--- src/rtl/multicycle_ctrl_if.sv ---
// Control bus between the multi-cycle sequencer and the 9-bit datapath.
// No handshake: opcode/fcode/prog_done are sampled levels, the CTRL_* strobes are per-cycle levels.
interface multicycle_ctrl_if;
  logic [3:0] opcode;
  logic       fcode;
  logic       prog_done;
  logic       init;
  logic       pc_step;
  logic       CTRL_branch_rel_nz;
  logic       CTRL_branch_rel_z;
  logic       CTRL_branch_abs;
  logic       CTRL_reg_write_en;
  logic       CTRL_mem_to_reg;
  logic       CTRL_alu_src;
  logic       CTRL_alu_sc_in;
  logic       CTRL_read_mem;
  logic       CTRL_write_mem;
  logic [2:0] CTRL_alu_op;

  modport master (
    input  opcode, fcode, prog_done,
    output init, pc_step, CTRL_branch_rel_nz, CTRL_branch_rel_z, CTRL_branch_abs,
           CTRL_reg_write_en, CTRL_mem_to_reg, CTRL_alu_src, CTRL_alu_sc_in,
           CTRL_read_mem, CTRL_write_mem, CTRL_alu_op
  );

  modport slave (
    output opcode, fcode, prog_done,
    input  init, pc_step, CTRL_branch_rel_nz, CTRL_branch_rel_z, CTRL_branch_abs,
           CTRL_reg_write_en, CTRL_mem_to_reg, CTRL_alu_src, CTRL_alu_sc_in,
           CTRL_read_mem, CTRL_write_mem, CTRL_alu_op
  );
endinterface

--- src/rtl/multicycle_ctrl.sv ---
// Multi-cycle sequencer: FETCH/EXEC/MEM/HALT timing, strobe decode and retired-instruction count.
// Outputs are registered from the next state and next ir, so they never follow opcode/fcode directly.
module multicycle_ctrl #(
  parameter int MEM_LATENCY = 2,
  parameter int CNT_W       = 16
) (
  input  logic             CLK,
  input  logic             reset,
  input  logic             START,
  multicycle_ctrl_if.master bus,
  output logic             busy,
  output logic             done,
  output logic [CNT_W-1:0] retired,
  output logic [2:0]       state_dbg
);

  typedef enum logic [2:0] {
    IDLE  = 3'd0,
    INIT  = 3'd1,
    FETCH = 3'd2,
    EXEC  = 3'd3,
    MEM   = 3'd4,
    HALT  = 3'd5
  } state_t;

  typedef struct packed {
    logic       init;
    logic       pc_step;
    logic       br_nz;
    logic       br_z;
    logic       br_abs;
    logic       reg_we;
    logic       mem_to_reg;
    logic       alu_src;
    logic       sc_in;
    logic       read_mem;
    logic       write_mem;
    logic [2:0] alu_op;
    logic       busy;
    logic       done;
  } out_t;

  state_t     state, nxt_state;
  logic [4:0] ir, nxt_ir;
  logic [3:0] cnt, nxt_cnt;
  logic       retire;
  out_t       outs;

  always_comb begin
    nxt_state = state;
    nxt_ir    = ir;
    nxt_cnt   = cnt;
    retire    = 1'b0;
    if (START) begin
      nxt_state = INIT;
    end else begin
      case (state)
        IDLE:  nxt_state = IDLE;
        INIT:  nxt_state = FETCH;
        FETCH: begin
          if (bus.prog_done) begin
            nxt_state = HALT;
          end else begin
            nxt_ir    = {bus.opcode, bus.fcode};
            nxt_state = EXEC;
          end
        end
        EXEC: begin
          retire = 1'b1;
          case (ir[4:1])
            4'b0110: begin
              retire    = 1'b0;
              nxt_state = MEM;
              nxt_cnt   = 4'(MEM_LATENCY - 1);
            end
            4'b1111: nxt_state = HALT;
            default: nxt_state = FETCH;
          endcase
        end
        MEM: begin
          if (cnt == 4'd0) begin
            retire    = 1'b1;
            nxt_state = FETCH;
          end else begin
            nxt_cnt = cnt - 4'd1;
          end
        end
        HALT:    nxt_state = HALT;
        default: nxt_state = IDLE;
      endcase
    end
  end

  // Decode for the cycle spent in state s with instruction i and memory counter c.
  function automatic out_t decode(input state_t s, input logic [4:0] i, input logic [3:0] c);
    out_t o;
    o      = '0;
    o.busy = (s != IDLE) && (s != HALT);
    o.done = (s == HALT);
    case (s)
      INIT: o.init = 1'b1;
      EXEC: begin
        case (i[4:1])
          4'b0000: begin o.alu_op = 3'b000; o.sc_in = i[0]; o.reg_we = 1'b1; o.pc_step = 1'b1; end
          4'b0001: begin o.alu_op = 3'b001; o.sc_in = i[0]; o.reg_we = 1'b1; o.pc_step = 1'b1; end
          4'b0010: begin o.alu_op = 3'b010; o.reg_we = 1'b1; o.pc_step = 1'b1; end
          4'b0011: begin o.alu_op = i[0] ? 3'b100 : 3'b011; o.reg_we = 1'b1; o.pc_step = 1'b1; end
          4'b0100: begin o.alu_op = i[0] ? 3'b110 : 3'b101; o.reg_we = 1'b1; o.pc_step = 1'b1; end
          4'b0101: begin o.alu_op = 3'b000; o.alu_src = 1'b1; o.reg_we = 1'b1; o.pc_step = 1'b1; end
          4'b0110: o.read_mem = 1'b1;
          4'b0111: begin o.write_mem = 1'b1; o.pc_step = 1'b1; end
          4'b1000: o.br_z   = 1'b1;
          4'b1001: o.br_nz  = 1'b1;
          4'b1010: o.br_abs = 1'b1;
          4'b1111: o.pc_step = 1'b0;
          default: o.pc_step = 1'b1;
        endcase
      end
      MEM: begin
        o.read_mem = 1'b1;
        if (c == 4'd0) begin
          o.mem_to_reg = 1'b1;
          o.reg_we     = 1'b1;
          o.pc_step    = 1'b1;
        end
      end
      default: o.busy = o.busy;
    endcase
    return o;
  endfunction

  always_ff @(posedge CLK or posedge reset) begin
    if (reset) begin
      state   <= IDLE;
      ir      <= '0;
      cnt     <= '0;
      retired <= '0;
      outs    <= '0;
    end else begin
      state <= nxt_state;
      ir    <= nxt_ir;
      cnt   <= nxt_cnt;
      outs  <= decode(nxt_state, nxt_ir, nxt_cnt);
      if (nxt_state == INIT)
        retired <= '0;
      else if (retire && (retired != {CNT_W{1'b1}}))
        retired <= retired + {{(CNT_W-1){1'b0}}, 1'b1};
    end
  end

  assign state_dbg              = state;
  assign busy                   = outs.busy;
  assign done                   = outs.done;
  assign bus.init               = outs.init;
  assign bus.pc_step            = outs.pc_step;
  assign bus.CTRL_branch_rel_nz = outs.br_nz;
  assign bus.CTRL_branch_rel_z  = outs.br_z;
  assign bus.CTRL_branch_abs    = outs.br_abs;
  assign bus.CTRL_reg_write_en  = outs.reg_we;
  assign bus.CTRL_mem_to_reg    = outs.mem_to_reg;
  assign bus.CTRL_alu_src       = outs.alu_src;
  assign bus.CTRL_alu_sc_in     = outs.sc_in;
  assign bus.CTRL_read_mem      = outs.read_mem;
  assign bus.CTRL_write_mem     = outs.write_mem;
  assign bus.CTRL_alu_op        = outs.alu_op;

endmodule

--- src/flat_wrapper.sv ---
// flat-port wrapper written by rule: the top's interface ports become plain ports
module multicycle_ctrl_flat 
#(
  parameter int MEM_LATENCY = 2,
  parameter int CNT_W       = 16
)
  (CLK, reset, START, busy, done, retired, state_dbg, bus_opcode, bus_fcode, bus_prog_done, bus_init, bus_pc_step, bus_CTRL_branch_rel_nz, bus_CTRL_branch_rel_z, bus_CTRL_branch_abs, bus_CTRL_reg_write_en, bus_CTRL_mem_to_reg, bus_CTRL_alu_src, bus_CTRL_alu_sc_in, bus_CTRL_read_mem, bus_CTRL_write_mem, bus_CTRL_alu_op);
  multicycle_ctrl_if bus_i ();
  input  logic CLK;
  input  logic reset;
  input  logic START;
  output logic busy;
  output logic done;
  output logic [CNT_W-1:0] retired;
  output logic [2:0] state_dbg;
  input wire logic [$bits(bus_i.opcode)-1:0] bus_opcode;
  input wire logic [$bits(bus_i.fcode)-1:0] bus_fcode;
  input wire logic [$bits(bus_i.prog_done)-1:0] bus_prog_done;
  output wire logic [$bits(bus_i.init)-1:0] bus_init;
  output wire logic [$bits(bus_i.pc_step)-1:0] bus_pc_step;
  output wire logic [$bits(bus_i.CTRL_branch_rel_nz)-1:0] bus_CTRL_branch_rel_nz;
  output wire logic [$bits(bus_i.CTRL_branch_rel_z)-1:0] bus_CTRL_branch_rel_z;
  output wire logic [$bits(bus_i.CTRL_branch_abs)-1:0] bus_CTRL_branch_abs;
  output wire logic [$bits(bus_i.CTRL_reg_write_en)-1:0] bus_CTRL_reg_write_en;
  output wire logic [$bits(bus_i.CTRL_mem_to_reg)-1:0] bus_CTRL_mem_to_reg;
  output wire logic [$bits(bus_i.CTRL_alu_src)-1:0] bus_CTRL_alu_src;
  output wire logic [$bits(bus_i.CTRL_alu_sc_in)-1:0] bus_CTRL_alu_sc_in;
  output wire logic [$bits(bus_i.CTRL_read_mem)-1:0] bus_CTRL_read_mem;
  output wire logic [$bits(bus_i.CTRL_write_mem)-1:0] bus_CTRL_write_mem;
  output wire logic [$bits(bus_i.CTRL_alu_op)-1:0] bus_CTRL_alu_op;
  assign bus_i.opcode = bus_opcode;
  assign bus_i.fcode = bus_fcode;
  assign bus_i.prog_done = bus_prog_done;
  assign bus_init = bus_i.init;
  assign bus_pc_step = bus_i.pc_step;
  assign bus_CTRL_branch_rel_nz = bus_i.CTRL_branch_rel_nz;
  assign bus_CTRL_branch_rel_z = bus_i.CTRL_branch_rel_z;
  assign bus_CTRL_branch_abs = bus_i.CTRL_branch_abs;
  assign bus_CTRL_reg_write_en = bus_i.CTRL_reg_write_en;
  assign bus_CTRL_mem_to_reg = bus_i.CTRL_mem_to_reg;
  assign bus_CTRL_alu_src = bus_i.CTRL_alu_src;
  assign bus_CTRL_alu_sc_in = bus_i.CTRL_alu_sc_in;
  assign bus_CTRL_read_mem = bus_i.CTRL_read_mem;
  assign bus_CTRL_write_mem = bus_i.CTRL_write_mem;
  assign bus_CTRL_alu_op = bus_i.CTRL_alu_op;
  multicycle_ctrl #(.MEM_LATENCY(MEM_LATENCY), .CNT_W(CNT_W)) u_core (.CLK(CLK), .reset(reset), .START(START), .bus(bus_i), .busy(busy), .done(done), .retired(retired), .state_dbg(state_dbg));
endmodule
--- config.mk ---
export PLATFORM = sky130hd
export DESIGN_NAME = multicycle_ctrl_flat
export DESIGN_NICKNAME = d
export VERILOG_FILES = /design/src/rtl/multicycle_ctrl_if.sv /design/src/rtl/multicycle_ctrl.sv /design/src/flat_wrapper.sv
export SDC_FILE = /design/constraint.sdc
export NUM_CORES = 1
export LEC_CHECK = 0
export ABC_AREA = 0
export CORE_UTILIZATION = 50
export CTS_CLUSTER_DIAMETER = 100
export DETAILED_ROUTE_END_ITERATION = 10
export PLACE_DENSITY = 0.81
export SLEW_MARGIN = 10
export SYNTH_ARGS = -nofsm -noshare
export SYNTH_HDL_FRONTEND = slang
export SYNTH_SLANG_ARGS = --single-unit
--- constraint.sdc ---
create_clock -name CLK -period 6.6 [get_ports CLK]
set_clock_uncertainty 0.2 [all_clocks]
set_input_delay 1.32 -clock CLK [delete_from_list [all_inputs] [get_ports CLK]]
set_output_delay 1.32 -clock CLK [all_outputs]
set_load 0.1 [all_outputs]
Yosys cells after proc, flatten, opt, wreduce, memory -nomap -nowiden

Index checks and enable logic that the tools add are counted.

$add $sub $neg: 2
Shifts and indexed selects: 0
Magnitude comparators: 0
Divide/modulo/power cells: 0
Reduce and logical (&&, ||, !) cells: 10
Equality and inequality tests: 24
Multipliers: 0
Muxes and demuxes: 40
Bitwise operators: 0

Operators by type and width:

| cell                                              | count |
|---|---|
| 2-to-1 mux 16 bit                                 | 2 |
| == test 4 x 3 -> 1 bit (second input constant)    | 5 |
| == test 4 bit (second input constant)             | 5 |
| adder 16 x 1 -> 16 bit (second input constant)    | 1 |
| 2-to-1 mux 4 bit                                  | 4 |
| inequality test 16 bit (second input constant)    | 1 |
| 2-to-1 mux 1 bit                                  | 15 |
| 2-to-1 mux 3 bit                                  | 5 |
| 2-to-1 mux 5 bit                                  | 3 |
| one-hot mux 3 bit (5 select lines)                | 1 |
| == test 3 bit (second input constant)             | 4 |
| zero test 4 bit                                   | 3 |
| one-hot mux 3 bit (4 select lines)                | 1 |
| == test 3 x 2 -> 1 bit (second input constant)    | 3 |
| == test 4 x 2 -> 1 bit (second input constant)    | 2 |
| one-hot mux 1 bit (2 select lines)                | 4 |
| one-hot mux 4 bit (2 select lines)                | 1 |
| == test 3 x 1 -> 1 bit (second input constant)    | 2 |
| 2-to-1 mux 2 bit                                  | 3 |
| one-hot mux 3 bit (2 select lines)                | 1 |
| OR reduction 6 bit                                | 1 |
| OR reduction 5 bit                                | 1 |
| == test 4 x 1 -> 1 bit (second input constant)    | 1 |
| subtractor 4 x 1 -> 4 bit (second input constant) | 1 |
| 5 further kinds                                   | 6 |

Input port bits: 9
Output and inout bits: 35
Logic and storage cells: 94
Memories kept: 0
Bits in read-only memories: 0
RAM bits: 0
Latch bits: 0
Register bits: 44

Logic depth before layout (Yosys ltp)

Depth after elaboration: 7
Mapped depth: 7
Depth with buffers taken out: 7

Worst setup path after synthesis

OpenSTA, ideal clock, no wires.

Path kind: input port to flip-flop
Start point: in START
End point: reg u_core.outs, in the netlist u_core.bus.CTRL_alu_op[1]
Stages on the path: 4
Path buffers: 0
Data required time: 6,323 ps
Setup slack: 3,803 ps
Data arrival time: 2,520 ps
Cells stage by stage: nor4_2 -> mux2_2 -> a22o_1 -> a21oi_1

Longest elaborated chain between the ends: 4
Elaborated cells on any way between the ends: 11
Those cells by class: 5 x eq/ne; 6 x mux

Ends and longest elaborated chain:

| item                                           | line                   | text |
|---|---|---|
| start, declared                                | flat_wrapper.sv:11     | `input logic START;` |
| 2-to-1 mux 5 bit (*)                           | multicycle_ctrl.sv:54  | `if (START) begin` |
| net u_core.nxt_ir[1]                           | multicycle_ctrl.sv:44  | `logic [4:0] ir, nxt_ir;` |
| == test 4 x 3 -> 1 bit (tied with other cells) | multicycle_ctrl.sv:103 | `case (i[4:1])` |
| one-hot mux 3 bit (4 select lines) (*)         | multicycle_ctrl.sv:103 |  |
| 2-to-1 mux 4 bit (*)                           | multicycle_ctrl.sv:100 | `case (s)` |
| end signal, assigned                           | multicycle_ctrl.sv:143 | `outs <= decode(nxt_state, nxt_ir, nxt_cnt);` |
| end, declared                                  | multicycle_ctrl.sv:47  | `out_t outs;` |

Mark *: on every way through the listed nets, which the timed path passes. The rest lies on a longest branch.
A chain may end at the register's enable or synchronous reset.

Final worst setup path

Start point: reg u_core.state[0] (netlist: u_core.state_dbg[0])
End point: out state_dbg[0]

RTL lines:

| item                   | line                   | text |
|---|---|---|
| start, declared        | multicycle_ctrl.sv:43  | `state_t state, nxt_state;` |
| start signal, assigned | multicycle_ctrl.sv:140 | `state <= nxt_state;` |
| end, declared          | flat_wrapper.sv:15     | `output logic [2:0] state_dbg;` |

No word-level cell between the ends.

==> reports/summary.txt <==
DRC viols - 0
CP Capture Type - output pin
Die area - 5180 um^2
Crit path max fanout - 13
Cells along the critical path - clkdlybuf4s50_1
Syn Inst Count - 253
Mapped Area - 2450 um^2
Post-Syn Area per Cell - 9.67 um^2
Total track usage - 21.2%
#FFs+latches synth - 44
Buffers and inverters on the worst path - 1
Share of layout cells above drive strength 1 - 9.18%
Initial Util - 51.8%
YS warnings - 0
Startpoint types - flop
Worst Tran Pin Value - 0.984 ns
CTS resizes - 0
CP arrival - 2.18 ns
Clock latency on the worst-skew pair - 0.30 ns
Clock Pin Slew Worst Setup and Hold Paths - 0.09 ns
Worst Hold Class - flop to flop
Status - completed
Vias per cell - 5.76
Largest Register - u_core.retired
Clock root buffer master - clkbuf_8
PD cells - 198 nW/um^2
Post-synthesis sequential area ratio - 45.0%
Largest area contributor in the netlist - dfrtp_1
Syn nets - 264
Hold_buf cts - 0
Period utilisation layout - 56.1%
Max-slew headroom - 34.2%
Total wire length - 5.09 mm
DP Wirelength - 3.67 mm
Synth area leaders - dfrtp_1 (45%), nand2_1 (4.1%), mux2i_1 (3.7%)
CTS tree - built
Overflow after GRT - 0
Final setup viols - 0
Final net count - 304
Routability Congestion - 0.911
Final hold violation count - 0
Most frequent cell after synthesis - dfrtp_1
Flop2flop setup slack - 4.10 ns
Slowest-stage cell, CP - clkdlybuf4s50_1
Routed wire per std cell - 14.1 um
Delay-heaviest family, CP - buffers and inverters
Vias in the first global route - 2007
Req. time, crit path - 5.08 ns
Rows - 25
Most frequent cells after synthesis - dfrtp_1 (44), nand2_1 (27), nor2_1 (24), a21oi_1 (17), inv_1 (12)
Max reg flops - 16
Post-synth EDFFs - 0
Synth cell types - 59
Fin. max-slew vios - 0
Sink Count - 44
Core area - 4720 um^2
Antenna Nets Post-Route - 0
ANT cells - 0
Top-area cell type share of the netlist area - 45.0%
DIE WIDTH - 72.0 um
Buffers on Ports - 43
Hold WS - 0.321 ns
WS Path Type - flop to output pin
Most used DFF post-synth - dfrtp_1
Clock Path Buffers - 2
Post-CTS Setup Inserts - 0
First-pass GRT wire length - 8.68 mm
Max-cap violations - 0
Peak Freq - 0.270 GHz
Tot Pwr - 0.000596 W
Asr flop ratio synth - 100%
Setup TNS - 0 ns
DR iter-0 viols - 94
Io pins - 44
Regs by FF count - u_core.retired (16), u_core.ir (5), u_core.cnt (4)
DR vias - 2081
Leakage power - 1.25 nW
Syn-to-layout area delta - 22.9%
Die H - 72.0 um
Worst path max stage delay - 1.23 ns
Maximum VDD drop - 0.178 mV
1st-pass router iterations - 4
H-tree depth - 2
Largest net degree at the start of global routing - 45
TritonCTS buffer count - 5
Antenna violations before repair - 0
RSZ-0062 raised after global routing - false
Min cycle time layout - 3.70 ns
## where the power goes
group / switching [W] / internal [W]
Sequential: 0.0000231 / 0.000283
Clock: 0.000101 / 0.0000751
Combinational: 0.0000716 / 0.0000423
## cell type report
class,instances,area [um^2]
Timing Repair Buffer,45,445
Fill cell,389,1720
Clock buffer,5,68.8
Multi-Input combinational cell,184,1240
Inverter,13,48.8
Sequential cell,44,1100
Clock inverter,3,23.8
Tap cell,67,83.8
## logic make-up after synthesis
family | Yosys count | share of synthesized area (%)
muxes | 13 | 5.52
AOI/OAI and AO/OA | 48 | 13.3
and+or+nand+nor | 117 | 29.2
adders and majority gates | 2 | 1.02
DFF | 44 | 45.0
buffers and inverters | 25 | 4.50
xor gates and xnor gates | 4 | 1.43
## per-stage QoR
stage          util [%]  cell area [um^2]  setup slack [ns]  std cells
2_1_floorplan         -              2450              3.80        253
3_3_place_gp       61.7              2920              3.01        353
3_5_place_dp       61.7              2920              2.95        353
4_1_cts            63.7              3010              2.89        361
5_1_grt            63.7              3010              2.82        361
6_report           63.7              3010              2.90        361
## per-layer routing
metal,share of wire (%),vias up,global-route usage (%)
met4,1.5,0,8.06
met2,51,63,37.8
met1,43,1019,25.2
li1,-,990,-
met5,0,-,0
met3,4.0,9,4.17
## final timing paths
path                                          startpoint                             endpoint  cells past startpoint
max in group asynchronous                          reset  u_core.bus.CTRL_write_mem$_DFF_PP0_                      3
min in group asynchronous                          reset        u_core.retired[5]$_DFFE_PP0P_                      3
hold / removal             u_core.retired[6]$_DFFE_PP0P_        u_core.retired[6]$_DFFE_PP0P_                      1
hold reg to reg            u_core.retired[6]$_DFFE_PP0P_        u_core.retired[6]$_DFFE_PP0P_                      1
setup / recovery           u_core.state_dbg[0]$_DFF_PP0_                         state_dbg[0]                      1
setup reg to reg                 u_core.cnt[0]$_DFF_PP0_        u_core.retired[5]$_DFFE_PP0P_                      7
## cell usage in the layout (no fill, tap or decap), types with 2 or more instances in the layout
cell type and n:
clkdlybuf4s50_1 43, nand3b_1 2, a211oi_1 2, a21oi_1 17
nor4_1 4, nand2b_1 10, o21ai_1 7, nand3_1 9
dfrtp_1 44, ha_1 2, a31o_1 2, o22ai_1 4
or3_1 4, xnor2_1 3, inv_1 11, nor2_1 24
or4_1 2, mux2i_1 9, o21ai_0 4, clkinvlp_4 2
clkbuf_8 5, nor3_1 3, nor4b_1 3, nor3b_1 3
mux2_2 3, nand2_1 27, nor4_4 2, nor2b_1 2
nand4_1 8, nand4b_1 2, buf_4 2
No activity file was read; power rests on OpenSTA's default activity.
